### config.mk
export PLATFORM = sky130hd
export DESIGN_NAME = sprite_frame_sequencer_flat
export DESIGN_NICKNAME = d
export VERILOG_FILES = /design/src/rtl/sprite_frame_sequencer_if.sv /design/src/rtl/sprite_frame_sequencer.sv /design/src/flat_wrapper.sv
export SDC_FILE = /design/constraint.sdc
export NUM_CORES = 1
export LEC_CHECK = 0
export BUFFER_PORTS_ARGS = -buffer_cell sky130_fd_sc_hd__buf_4
export CAP_MARGIN = 0
export CORE_UTILIZATION = 56
export CTS_CLUSTER_DIAMETER = 50
export CTS_CLUSTER_SIZE = 8
export DETAILED_ROUTE_END_ITERATION = 16
export GPL_TIMING_DRIVEN = 0
export PLACE_DENSITY = 0.91
export SLEW_MARGIN = 20
export SYNTH_ARGS = -nofsm -noshare
export SYNTH_HDL_FRONTEND = slang
export SYNTH_SLANG_ARGS = --single-unit
### constraint.sdc
create_clock -name clk_in -period 4.6 [get_ports clk_in]
set_clock_uncertainty 0.1 [all_clocks]
set_input_delay 1.38 -clock clk_in [delete_from_list [all_inputs] [get_ports clk_in]]
set_output_delay 1.38 -clock clk_in [all_outputs]
set_load 0.02 [all_outputs]
### src/rtl/sprite_frame_sequencer_if.sv
// ----------------------------------------------------------------------------
// sprite_frame_sequencer_if
//
// Purpose : valid/ready sprite stream between the game processor, the frame
//           sequencer and the graphics block. One beat carries one sprite.
//
// Signals : valid  - the master presents a sprite this cycle
//           ready  - the slave accepts it (transfer on valid && ready)
//           x      - sprite x position, XW bits
//           y      - sprite y position, YW bits
//           frame  - sprite frame index, FW bits
//           last   - final sprite of the master's batch for this video frame
//
// Modports: master drives valid/x/y/frame/last, slave drives ready.
// ----------------------------------------------------------------------------
interface sprite_frame_sequencer_if #(
    parameter int XW = 9,
    parameter int YW = 10,
    parameter int FW = 5
) ();
    logic          valid;
    logic          ready;
    logic [XW-1:0] x;
    logic [YW-1:0] y;
    logic [FW-1:0] frame;
    logic          last;

    modport master (output valid, x, y, frame, last, input  ready);
    modport slave  (input  valid, x, y, frame, last, output ready);
endinterface

### src/rtl/sprite_frame_sequencer.sv
// ----------------------------------------------------------------------------
// sprite_frame_sequencer
//
// Purpose : sole writer of the graphics sprite port. On every new_frame it
//           snapshots both mice, drains the processor's sprite stream up to
//           the per-frame budget, then appends one cursor sprite per enabled
//           player so the cursors are drawn on top. Frames that start before
//           the previous sequence finished are counted as overruns.
//
// Ports   : clk_in         pixel clock
//           rst_in         synchronous active-low reset
//           new_frame      one-cycle pulse at the start of each video frame
//           cursor_en      bit0 = player A cursor, bit1 = player B cursor
//           mouse_a_x/y    player A position, click_a player A button
//           mouse_b_x/y    player B position, click_b player B button
//           proc           slave stream from the processor (proc.ready out)
//           sprite         master stream to graphics (one-entry output reg)
//           busy           high in PROC, CUR_A and CUR_B
//           sprite_count   sprites issued this frame, cursors included
//           overrun_count  saturating count of overrun frames
// ----------------------------------------------------------------------------
module sprite_frame_sequencer #(
    parameter int CANVAS_WIDTH       = 360,
    parameter int CANVAS_HEIGHT      = 720,
    parameter int NUM_FRAMES         = 24,
    parameter int MAX_SPRITES        = 64,
    parameter int CURSOR_IDLE_FRAME  = 22,
    parameter int CURSOR_CLICK_FRAME = 23,
    localparam int XW = $clog2(CANVAS_WIDTH),
    localparam int YW = $clog2(CANVAS_HEIGHT),
    localparam int FW = $clog2(NUM_FRAMES)
) (
    input  logic                        clk_in,
    input  logic                        rst_in,
    input  logic                        new_frame,
    input  logic [1:0]                  cursor_en,
    input  logic [XW-1:0]               mouse_a_x,
    input  logic [YW-1:0]               mouse_a_y,
    input  logic                        click_a,
    input  logic [XW-1:0]               mouse_b_x,
    input  logic [YW-1:0]               mouse_b_y,
    input  logic                        click_b,
    sprite_frame_sequencer_if.slave     proc,
    sprite_frame_sequencer_if.master    sprite,
    output logic                        busy,
    output logic [6:0]                  sprite_count,
    output logic [7:0]                  overrun_count
);

    localparam logic [XW-1:0] X_MAX = XW'(CANVAS_WIDTH - 1);
    localparam logic [YW-1:0] Y_MAX = YW'(CANVAS_HEIGHT - 1);

    typedef enum logic [2:0] {IDLE, PROC, CUR_A, CUR_B, DONE} state_t;
    typedef enum logic [1:0] {LOAD_NONE, LOAD_PROC, LOAD_CUR_A, LOAD_CUR_B} load_t;

    typedef struct packed {
        logic [XW-1:0] x;
        logic [YW-1:0] y;
        logic          click;
    } cursor_t;

    state_t        state, state_next, after_proc;
    load_t         load_sel;
    cursor_t       snap_a, snap_b, cur_sel;
    logic [1:0]    snap_en;
    logic [6:0]    budget;
    logic [6:0]    count_q;
    logic [7:0]    overrun_q;
    logic          slot_free;
    logic          proc_ready_c;
    logic          budget_hit;

    logic          out_valid_q;
    logic [XW-1:0] out_x_q, load_x;
    logic [YW-1:0] out_y_q, load_y;
    logic [FW-1:0] out_frame_q, load_frame;

    // The output register can take a new sprite when empty or draining now.
    assign slot_free  = !out_valid_q || sprite.ready;
    assign budget     = 7'(MAX_SPRITES) - {6'd0, snap_en[0]} - {6'd0, snap_en[1]};
    // True when the sprite being accepted is the last one the budget allows.
    assign budget_hit = (count_q + 7'd1) >= budget;

    // First enabled cursor after the processor stream, or straight to DONE.
    assign after_proc = snap_en[0] ? CUR_A : (snap_en[1] ? CUR_B : DONE);

    // ------------------------------------------------------------------------
    // State register
    // ------------------------------------------------------------------------
    always_ff @(posedge clk_in) begin
        // NOTE: sequential state uses non-blocking assignments so every
        // register in this block samples pre-edge values.
        if (!rst_in) begin
            state <= IDLE;
        end else begin
            state <= state_next;
        end
    end

    // ------------------------------------------------------------------------
    // Next-state logic
    // ------------------------------------------------------------------------
    always_comb begin
        // NOTE: default first so every path assigns state_next; without it
        // the unlisted cases would infer a latch.
        state_next = state;
        case (state)
            PROC:    if (load_sel == LOAD_PROC && (proc.last || budget_hit))
                         state_next = after_proc;
            CUR_A:   if (slot_free) state_next = snap_en[1] ? CUR_B : DONE;
            CUR_B:   if (slot_free) state_next = DONE;
            default: ;
        endcase
        // A new frame always restarts the sequence; any load selected this
        // cycle still completes and belongs to the old frame.
        if (new_frame) state_next = PROC;
    end

    // ------------------------------------------------------------------------
    // Output logic: status, processor ready and which sprite to load
    // ------------------------------------------------------------------------
    always_comb begin
        busy         = (state == PROC) || (state == CUR_A) || (state == CUR_B);
        // Depends on state and registers only, never on proc.valid.
        proc_ready_c = (state == PROC) && slot_free && (count_q < budget);
        load_sel     = LOAD_NONE;
        case (state)
            PROC:    if (proc.valid && proc_ready_c) load_sel = LOAD_PROC;
            CUR_A:   if (slot_free) load_sel = LOAD_CUR_A;
            CUR_B:   if (slot_free) load_sel = LOAD_CUR_B;
            default: ;
        endcase
    end

    // ------------------------------------------------------------------------
    // Load data mux: processor sprite or clamped cursor from the snapshot
    // ------------------------------------------------------------------------
    always_comb begin
        cur_sel    = (load_sel == LOAD_CUR_B) ? snap_b : snap_a;
        load_x     = proc.x;
        load_y     = proc.y;
        load_frame = proc.frame;
        if (load_sel == LOAD_CUR_A || load_sel == LOAD_CUR_B) begin
            load_x     = (cur_sel.x > X_MAX) ? X_MAX : cur_sel.x;
            load_y     = (cur_sel.y > Y_MAX) ? Y_MAX : cur_sel.y;
            load_frame = cur_sel.click ? FW'(CURSOR_CLICK_FRAME)
                                       : FW'(CURSOR_IDLE_FRAME);
        end
    end

    // ------------------------------------------------------------------------
    // Datapath: snapshot, output register, counters
    // ------------------------------------------------------------------------
    always_ff @(posedge clk_in) begin
        // NOTE: the snapshot and output data registers are reset as well, so
        // sprite_* read 0 straight out of reset and a pending sprite is lost.
        if (!rst_in) begin
            snap_a      <= '0;
            snap_b      <= '0;
            snap_en     <= '0;
            out_valid_q <= 1'b0;
            out_x_q     <= '0;
            out_y_q     <= '0;
            out_frame_q <= '0;
            count_q     <= '0;
            overrun_q   <= '0;
        end else begin
            if (new_frame) begin
                snap_a  <= '{x: mouse_a_x, y: mouse_a_y, click: click_a};
                snap_b  <= '{x: mouse_b_x, y: mouse_b_y, click: click_b};
                snap_en <= cursor_en;
            end

            // Loads only happen when the slot is free, so a stalled sprite
            // is never overwritten or retracted.
            if (load_sel != LOAD_NONE) begin
                out_valid_q <= 1'b1;
                out_x_q     <= load_x;
                out_y_q     <= load_y;
                out_frame_q <= load_frame;
            end else if (sprite.ready) begin
                out_valid_q <= 1'b0;
            end

            if (new_frame) begin
                count_q <= '0;
            end else if (load_sel != LOAD_NONE) begin
                count_q <= count_q + 7'd1;
            end

            if (new_frame && busy && overrun_q != 8'hFF) begin
                overrun_q <= overrun_q + 8'd1;
            end
        end
    end

    assign proc.ready    = proc_ready_c;
    assign sprite.valid  = out_valid_q;
    assign sprite.x      = out_x_q;
    assign sprite.y      = out_y_q;
    assign sprite.frame  = out_frame_q;
    assign sprite.last   = 1'b0;   // no batch marker on the graphics side
    assign sprite_count  = count_q;
    assign overrun_count = overrun_q;

endmodule

### src/flat_wrapper.sv
// flat-port wrapper written by rule: the top's interface ports become plain ports
module sprite_frame_sequencer_flat 
#(
    parameter int CANVAS_WIDTH       = 360,
    parameter int CANVAS_HEIGHT      = 720,
    parameter int NUM_FRAMES         = 24,
    parameter int MAX_SPRITES        = 64,
    parameter int CURSOR_IDLE_FRAME  = 22,
    parameter int CURSOR_CLICK_FRAME = 23,
    localparam int XW = $clog2(CANVAS_WIDTH),
    localparam int YW = $clog2(CANVAS_HEIGHT),
    localparam int FW = $clog2(NUM_FRAMES)
)
  (clk_in, rst_in, new_frame, cursor_en, mouse_a_x, mouse_a_y, click_a, mouse_b_x, mouse_b_y, click_b, busy, sprite_count, overrun_count, proc_valid, proc_x, proc_y, proc_frame, proc_last, proc_ready, sprite_valid, sprite_x, sprite_y, sprite_frame, sprite_last, sprite_ready);
  sprite_frame_sequencer_if proc_i ();
  sprite_frame_sequencer_if sprite_i ();
  input  logic clk_in;
  input  logic rst_in;
  input  logic new_frame;
  input  logic [1:0] cursor_en;
  input  logic [XW-1:0] mouse_a_x;
  input  logic [YW-1:0] mouse_a_y;
  input  logic click_a;
  input  logic [XW-1:0] mouse_b_x;
  input  logic [YW-1:0] mouse_b_y;
  input  logic click_b;
  output logic busy;
  output logic [6:0] sprite_count;
  output logic [7:0] overrun_count;
  input wire logic [$bits(proc_i.valid)-1:0] proc_valid;
  input wire logic [$bits(proc_i.x)-1:0] proc_x;
  input wire logic [$bits(proc_i.y)-1:0] proc_y;
  input wire logic [$bits(proc_i.frame)-1:0] proc_frame;
  input wire logic [$bits(proc_i.last)-1:0] proc_last;
  output wire logic [$bits(proc_i.ready)-1:0] proc_ready;
  output wire logic [$bits(sprite_i.valid)-1:0] sprite_valid;
  output wire logic [$bits(sprite_i.x)-1:0] sprite_x;
  output wire logic [$bits(sprite_i.y)-1:0] sprite_y;
  output wire logic [$bits(sprite_i.frame)-1:0] sprite_frame;
  output wire logic [$bits(sprite_i.last)-1:0] sprite_last;
  input wire logic [$bits(sprite_i.ready)-1:0] sprite_ready;
  assign proc_i.valid = proc_valid;
  assign proc_i.x = proc_x;
  assign proc_i.y = proc_y;
  assign proc_i.frame = proc_frame;
  assign proc_i.last = proc_last;
  assign proc_ready = proc_i.ready;
  assign sprite_valid = sprite_i.valid;
  assign sprite_x = sprite_i.x;
  assign sprite_y = sprite_i.y;
  assign sprite_frame = sprite_i.frame;
  assign sprite_last = sprite_i.last;
  assign sprite_i.ready = sprite_ready;
  sprite_frame_sequencer #(.CANVAS_WIDTH(CANVAS_WIDTH), .CANVAS_HEIGHT(CANVAS_HEIGHT), .NUM_FRAMES(NUM_FRAMES), .MAX_SPRITES(MAX_SPRITES), .CURSOR_IDLE_FRAME(CURSOR_IDLE_FRAME), .CURSOR_CLICK_FRAME(CURSOR_CLICK_FRAME)) u_core (.clk_in(clk_in), .rst_in(rst_in), .new_frame(new_frame), .cursor_en(cursor_en), .mouse_a_x(mouse_a_x), .mouse_a_y(mouse_a_y), .click_a(click_a), .mouse_b_x(mouse_b_x), .mouse_b_y(mouse_b_y), .click_b(click_b), .proc(proc_i), .sprite(sprite_i), .busy(busy), .sprite_count(sprite_count), .overrun_count(overrun_count));
endmodule
======== Yosys cells after proc, flatten, opt, wreduce, memory -nomap -nowiden ========
Index checks and enable logic that the tools add are counted.
storage, ports and cells
  flip-flop bits (word level) ............. 85
  bits of input ports ..................... 72
  bits in latches ......................... 0
  RAM bits ................................ 0
  output and inout port bits .............. 43
  logic and storage cells ................. 76
  memories ................................ 0
  ROM bits ................................ 0
operators by class
  order comparisons ....................... 4
  multiply operators ...................... 0
  multiplexer cells ....................... 20
  eq/ne operators ......................... 13
  bitwise gates (word level) .............. 1
  divide/modulo/power cells ............... 0
  reduce and logical (&&, ||, !) cells .... 19
  shift operators ......................... 0
  $add $sub $neg .......................... 4
operators by type and width
  cell                                                   count
  2-to-1 mux 10 bit                                      2
  2-to-1 mux 20 bit                                      1
  2-to-1 mux 9 bit                                       2
  2-to-1 mux 3 bit                                       5
  > comparator 10 bit, second input constant             1
  > comparator 9 bit, second input constant              1
  inequality test 3 x 2 -> 1 bit, second input constant  3
  one-hot mux 3 bit (3 select lines)                     1
  adder 8 x 1 -> 8 bit, second input constant            1
  inequality test 8 bit, second input constant           1
  AND reduction 4 bit                                    2
  adder 7 x 1 -> 7 bit, second input constant            1
  >= comparator 7 bit                                    1
  < comparator 7 bit                                     1
  subtractor 7 x 1 -> 7 bit                              1
  subtractor 7 x 1 -> 7 bit, first input constant        1
  == test 3 x 2 -> 1 bit, second input constant          2
  logical AND 1 bit                                      6
  inequality test 2 x 1 -> 1 bit, second input constant  3
  one-hot mux 2 bit (3 select lines)                     1
  logical OR 1 bit                                       5
  2-to-1 mux 1 bit                                       5
  2-to-1 mux 5 bit                                       1
  == test 2 bit, second input constant                   2
  9 further kinds                                        11

======== Longest topological paths before layout ========
Gate-level depths: netlist (run 1).
  depth in word-level cells ............... 12
  depth in mapped cells ................... 11
  mapped depth without buffers ............ 11

======== Worst setup path after synthesis (run 1) ========
Ideal clock, no wire load.
  path kind ............................... input to output
  from .................................... in sprite_ready
  to ...................................... out proc_ready
  arrival time ............................ 2.414 ns
  slack ................................... 0.706 ns
  cell stages on the path ................. 3
  cell sequence ........................... nand2b_1 > nand2_1 > nor4b_1
between the ends
  word-level cells in the longest chain between the ends .. 3
RTL lines
  what                             RTL line                       source
  start: declaration               flat_wrapper.sv:41             input wire logic [$bits(sprite_i.ready)-1:0] sprite_ready;
  logical OR 1 bit                 sprite_frame_sequencer.sv:79   assign slot_free = !out_valid_q || sprite.ready;
  logical AND 1 bit (2 in series)  sprite_frame_sequencer.sv:125  proc_ready_c = (state == PROC) && slot_free && (count_q < budget);
  end: declaration                 flat_wrapper.sv:35             output wire logic [$bits(proc_i.ready)-1:0] proc_ready;
No other way between the ends.

======== Worst setup path after layout (run 1) ========
  from .................................... reg u_core.snap_en[1]
  to ...................................... out proc_ready
between the ends
  word-level cells in the longest chain between the ends .. 3
RTL lines
  what                       RTL line                       source
  start: declaration         sprite_frame_sequencer.sv:65   logic [1:0] snap_en;
  start signal: assignment   sprite_frame_sequencer.sv:171  snap_en <= cursor_en;
  subtractor 7 x 1 -> 7 bit  sprite_frame_sequencer.sv:80   assign budget = 7'(MAX_SPRITES) - {6'd0, snap_en[0]} - {6'd0, snap_en[1]};
  < comparator 7 bit         sprite_frame_sequencer.sv:125
  logical AND 1 bit          sprite_frame_sequencer.sv:125
No other way between the ends.

==> run summary, run 1 <==
DRT Pass-1 Iters: 5
post-cts sizing count: 0
Max-Cap Viols: 0
Post-CTS Hold Fix Bufs: 0
first-pass GRT wire length: 18300 µm
RSZ-0062 raised after global routing: false
die area: 7680 µm²
Tmin final: 4100 ps
clock tree buffer depth: 2
endpoints failing setup: 0
Slew Viols, Final: 0
routed length per instance: 17.3 µm
commonest non-fill, non-tap cell in the layout: buf_4
Worst Setup End Kind: primary output
Mapped Cells: 454
CTS tree: yes
area of the multi-input gates: 2210 µm²
Worst Path Arrival: 2620 ps
Post-Place Setup Slack: 757 ps
htree depth: 3
diode count: 0
EDFF count, synth: 0
final total power: 1.72 mW
initial antenna violation count: 0
CTS root buffer: clkbuf_8
GRT Total Usage: 0.313
Die Span X: 87.6 µm
Boundary Pins: 115
synth warn: 0
Final Hold Viols: 0
peak fanout along the critical path: 9
core area: 6940 µm²
Slew @ Worst Pin: 817 ps
synthesized area: 4110 µm²
Syn Nets: 537
Worst-path clk slew: 90 ps
run status: complete, no violations
antenna viol nets, final: 0
Hold Crit Class: register to register
chip height: 87.6 µm
sequential share of the synthesized area: 0.414
Critical Path RT: 3120 ps
fillers: 484
IO Port Bufs: 112
Crit Path Class: register to primary output
Leakage: 2.38 nW
vias per cell: 5.96
maximum vdd drop: 0.000213 V
P&R area growth vs syn: 29.3%
Primary FF master, synth: dfxtp_1
pin count of the biggest net entering global routing: 16
Row Count: 30
Tcrit/Tclk final: 0.892
post-CTS setup buffer count: 0
CTS Buf Count: 9
Final HPWL DP: 8710 µm
Clock Sinks: 85
share of layout cells above drive strength 1: 0.247
Power Density: 323 nW/µm²
vias: 4039
Max Clock Freq: 244 MHz
Avg Inst Size Synth: 9.05 µm²
initial core utilization: 0.592
total congestion overflow: 0
post-synthesis register bit count: 85
Yosys cell types: 51
crit path setup slack, layout: 498 ps
vias in the first global route: 3801
Fin Hold WS: 364 ps
most frequent cells in the layout: buf_4, dfxtp_1, nor2_1
Starting DRT DRC Count: 336
DRC errors left: 0
Post-Route WL: 11700 µm
FFs w/ async S/R, synth: 0
relative slew slack: 0.456
Clock Latency Late Sink: 370 ps
number of nets in the final layout: 660
CP startpoint kind: register
Final TNS setup: 0 ps
Routability Congestion: 0.894
Reg area: 1700 µm²
-- logic make-up (layout without fill, tap and decap cells) --
kind of cell / Yosys count / count (layout) / share of synthesized area
DFF: 85 / 85 / 0.414
and+or+nand+nor: 145 / 145 / 0.169
other: 1 / 1 / 0.000913
buffers and inverters: 44 / 172 / 0.0475
AOI/OAI and AO/OA: 100 / 100 / 0.171
adders and majority gates: 12 / 12 / 0.0359
xor gates and xnor gates: 12 / 12 / 0.0256
muxes: 55 / 55 / 0.135
-- final cells by class --
cell class / instances / share of cell area
plain buffers: 29 / 0.0261
clock buffers: 9 / 0.0233
clock inverters: 7 / 0.0226
inverters: 15 / 0.0106
multi-input cells: 325 / 0.416
flip-flops and latches: 85 / 0.320
well taps: 96 / 0.0226
repair buffers: 112 / 0.158
-- synthesized netlist by cell type (3+ instances only) --
library cell  number  share of area
dfxtp_1           85           0.41
nor2_1            60          0.055
mux2i_1           51           0.12
a21oi_1           28          0.034
nand2_1           25          0.023
clkbuf_1          20          0.018
o21ai_0           17          0.021
nand3_1           15          0.018
inv_1             14          0.013
a311oi_1          11          0.023
ha_1              11          0.034
and3_1            10          0.015
or3_1             10          0.015
nand2b_1           8          0.012
o31ai_1            8          0.015
xnor2_1            8          0.017
nor3_1             5         0.0061
o2111a_1           5          0.014
o221ai_1           5          0.011
mux2_2             4          0.011
o211a_1            4         0.0097
o22ai_1            4         0.0061
xor2_1             4         0.0085
buf_2              3         0.0037
buf_6              3         0.0082
-- state kept, by name, summed over array words and instances, names as in the netlist, 2 cells and up --
name,count
u_core.sprite.y,10
u_core.sprite.x,9
u_core.snap_b,20
u_core.snap_en,2
u_core.state,3
u_core.overrun_count,8
u_core.sprite.frame,5
u_core.snap_a,20
u_core.sprite_count,7
-- path summary, 6_finish.rpt --
kind	start	depth (start not counted)	end	slack, ps
min reg2reg	u_core.sprite.y[6]$_SDFFE_PN0P_	2	u_core.sprite.y[6]$_SDFFE_PN0P_	360
max reg2reg	u_core.snap_en[0]$_SDFFE_PN0P_	10	u_core.sprite.y[8]$_SDFFE_PN0P_	1540
max	u_core.snap_en[1]$_SDFFE_PN0P_	7	proc_ready	500
min	u_core.sprite.y[6]$_SDFFE_PN0P_	2	u_core.sprite.y[6]$_SDFFE_PN0P_	360
-- metrics by stage --
step,utilization,area (µm²),std cells
after floorplan,-,4110,454
after global placement,0.730,5070,662
after detailed placement,0.730,5070,662
after CTS,0.765,5310,678
after global routing,0.765,5310,678
final,0.765,5310,678
-- routing by layer --
metal | track usage | up-vias | part of all wire
li1 | - | 1883 | -
met5 | 0 | - | 0
met4 | 0.145 | 0 | 0.031
met1 | 0.398 | 1859 | 0.41
met2 | 0.524 | 261 | 0.47
met3 | 0.0500 | 36 | 0.086
-- report_power, final --
part | leakage (nW) | switching (mW) | internal, mW
logic | 1.56 | 0.139 | 0.124
clock network | 0.120 | 0.288 | 0.364
registers | 0.696 | 0.0278 | 0.774
total | 2.38 | 0.455 | 1.26
-- critical path, cell delays in order (launching register included) --
cell and delay (ps):
dfxtp_1 380, inv_1 80, ha_1 300, inv_1 220, o41ai_1 120, o311ai_1 550
nor4b_1 400, buf_4 220
Power figures use the tool's default switching activity.
==> run 2: changes to the inputs <==
--- a/config.mk
+++ b/config.mk
@@ -5,6 +5,7 @@
 export SDC_FILE = /design/constraint.sdc
 export NUM_CORES = 1
 export LEC_CHECK = 0
+export ABC_AREA = 1
 export BUFFER_PORTS_ARGS = -buffer_cell sky130_fd_sc_hd__buf_4
 export CAP_MARGIN = 0
 export CORE_UTILIZATION = 56
==> run 2 against run 1 <==
Die area decreased by 0.15%; flip-flop and latch count unchanged; sequential power increased by 1%; first-iteration DRC count increased by 13%; synthesized cell count increased by 25%; area after synthesis decreased by 0.15%; non-clock buffer count unchanged; sequential share of layout area increased by 0.47 points; global-route usage decreased by 0.65 points; clock-buffer cell count increased by 1; clock power decreased by 29%; critical path type unchanged; largest power group unchanged.
==> run summary, run 2 <==
Primary FF master, synth: dfxtp_1
non-filler cells, final: 794 (+17%)
routed length per instance: 14.3 µm (-17%)
top-count cell post-synth: nand2_1
hold path startpoint: u_core.snap_a[1]$_SDFFE_PN0P_
Power Density: 303 nW/µm² (-6.1%)
Post-CTS Hold Fix Bufs: 0 (unchanged)
pin count of the biggest net entering global routing: 15 (-1)
chip height: 87.6 µm (about the same)
Yosys cell types: 42 (-18%)
Row Count: 30 (unchanged)
clock tree buffer depth: 2 (unchanged)
EDFF count, synth: 0 (unchanged)
Clk pwr share: 0.292 (-0.088)
CTS tree: yes
Post-Synth XOR/XNOR Area: 0.00641 (-0.0192)
vias in the first global route: 3968 (+4.4%)
Worst Path Arrival: 2280 ps (-340 ps)
Max-Cap Viols: 0 (unchanged)
initial core utilization: 0.591 (-0.000901)
initial antenna violation count: 0 (unchanged)
DRC errors left: 0 (unchanged)
internal power: 1.11 mW (-12%)
worst reg2reg endpoint: u_core.sprite.x[5]$_SDFFE_PN0P_
Final Hold Viols: 0 (unchanged)
Reg2Reg Depth: 12 (+2)
post-CTS setup buffer count: 0 (unchanged)
RSZ-0062 raised after global routing: false
Final HPWL DP: 8600 µm (-1.2%)
GRT Total Usage: 0.307 (-0.00653)
Critical Path RT: 3120 ps (about the same)
mux cell area share after synthesis: 0.00549 (-0.130)
Fin Hold WS: 361 ps (-3.37 ps)
post-synthesis register bit count: 85 (unchanged)
diode count: 0 (unchanged)
Leakage: 2.53 nW (+6.2%)
Slew @ Worst Pin: 533 ps (-284 ps)
simple-gate share of the synthesized area: 0.209 (+0.0399)
Starting DRT DRC Count: 379 (+13%)
Hold Crit Class: register to register
dpl cell area: 5070 µm² (about the same)
maximum vdd drop: 0.000200 V (-6.0%)
final total power: 1.59 mW (-7.4%)
endpoints failing setup: 0 (unchanged)
Final TNS setup: 0 ps (unchanged)
sequential share of the synthesized area: 0.415 (+0.000632)
reg2reg start: u_core.snap_en[1]$_SDFFE_PN0P_
Routability Congestion: 0.888 (-0.66%)
Finished Cell Area: 5240 µm² (-1.4%)
Post-Place Setup Slack: 871 ps (+114 ps)
Crit Path Class: register to primary output
Hold EP: u_core.snap_a[1]$_SDFFE_PN0P_
r2r setup slk: 1880 ps (+340 ps)
Die Span X: 87.6 µm (about the same)
peak fanout along the critical path: 9 (unchanged)
first-pass GRT wire length: 18000 µm (-1.6%)
relative slew slack: 0.645 (+0.189)
Syn Nets: 652 (+21%)
die area: 7670 µm² (-0.15%)
Compound-Gate Fraction of Synth Area: 0.235 (+0.0631)
CP startpoint kind: register
commonest cells in the netlist: nand2_1, dfxtp_1, o21ai_0, a21oi_1, nor2_1
area leader, netlist: dfxtp_1
Clock Sinks: 85 (unchanged)
crit path setup slack, layout: 836 ps (+337 ps)
vias per cell: 5.45 (-8.5%)
Post-Route WL: 11300 µm (-3.3%)
share of layout cells above drive strength 1: 0.235 (-0.0125)
Worst-path clk slew: 90 ps (about the same)
CTS root buffer: clkbuf_8
total congestion overflow: 0 (unchanged)
vias: 4330 (+7.2%)
most frequent cells in the layout: buf_4, nand2_1, dfxtp_1
commonest non-fill, non-tap cell in the layout: buf_4
FFs w/ async S/R, synth: 0 (unchanged)
Avg Inst Size Synth: 7.21 µm² (-20%)
number of nets in the final layout: 776 (+18%)
largest family of logic cells by synthesized area: compound AO/OA/AOI/OAI gates
top cells by area, synth: dfxtp_1, o21ai_0, nand2_1
Max Clock Freq: 266 MHz (+9.0%)
Tmin final: 3760 ps (-337 ps)
run status: complete, no violations
switching power: 0.476 mW (+4.7%)
hold path depth: 2 (unchanged)
antenna viol nets, final: 0 (unchanged)
Sw Share: 0.300 (+0.0346)
post-cts sizing count: 0 (unchanged)
htree depth: 3 (unchanged)
CTS Buf Count: 9 (unchanged)
Mapped Cells: 569 (+25%)
synthesized area: 4100 µm² (-0.15%)
Tcrit/Tclk final: 0.818 (-0.0733)
Clock Latency Late Sink: 350 ps (-20 ps)
Worst Setup End Kind: primary output
Boundary Pins: 115 (unchanged)
P&R area growth vs syn: 27.7%
core area: 6940 µm² (unchanged)
Core Util, Final: 0.754 (-0.0110)
Combinational Power Share: 0.196 (+0.043)
DRT Pass-1 Iters: 5 (unchanged)
synth warn: 0 (unchanged)
placed cell count: 778 (+18%)
sequential share of power: 0.512 (+0.045)
post-synthesis adder-cell area fraction: 0.0336 (-0.00239)
top-area cell type share of the netlist area: 0.415 (+0.000632)
IO Port Bufs: 113 (+0.89%)
Slew Viols, Final: 0 (unchanged)
-- run 2: how the worst max path moves through the flow --
stage | cells after the start | slack, ps | endpoint | from
finish | 10 | 840 | proc_ready | u_core.snap_en[1]$_SDFFE_PN0P_
global route | 10 | 660 | proc_ready | u_core.snap_en[0]$_SDFFE_PN0P_
CTS | 10 | 860 | proc_ready | u_core.snap_en[1]$_SDFFE_PN0P_
detailed placement | 8 | 870 | proc_ready | sprite_ready
global placement | 8 | 880 | proc_ready | sprite_ready
floorplan | 6 | 1180 | proc_ready | sprite_ready
-- run 2: kinds of logic (layout without fill, tap and decap cells) --
family / Yosys count / in the layout
mux: 1 / 1
compound gates: 176 / 176
other cells: 1 / 1
flops: 85 / 85
buf+inv: 96 / 225
fa+ha+maj: 11 / 11
simple gates: 196 / 196
xor+xnor: 3 / 3
-- run 2: critical path: stages, from the launching register on --
cell,delay (ps)
dfxtp_1,340
inv_1,100
ha_1,390
inv_2,140
ha_1,320
nand3_1,100
a211oi_1,200
nor2_1,100
nand2_1,70
inv_1,40
buf_4,140
-- run 2: area by class of cell --
type	count	area, µm²
repair buffers	113	848
inverters	68	255
multi-input cells	388	2010
well taps	96	120
plain buffers	28	135
clock inverters	6	38.8
flip-flops and latches	85	1700
fillers	553	1710
clock buffers	10	128
-- run 2: layer usage --
metal,wire length (µm),global-route usage
met5,0,0
met4,371,0.152
met3,862,0.0452
met2,5410,0.516
met1,4700,0.385
-- run 2: power groups by stage --
stage                     logic, mW  clock network, mW  registers (mW)
final                         0.312              0.464           0.813
after global routing          0.343              0.500           0.817
after CTS                     0.309              0.463           0.812
after detailed placement      0.306                  0           0.829
after global placement        0.298                  0           0.826
after floorplan               0.152                  0           0.849
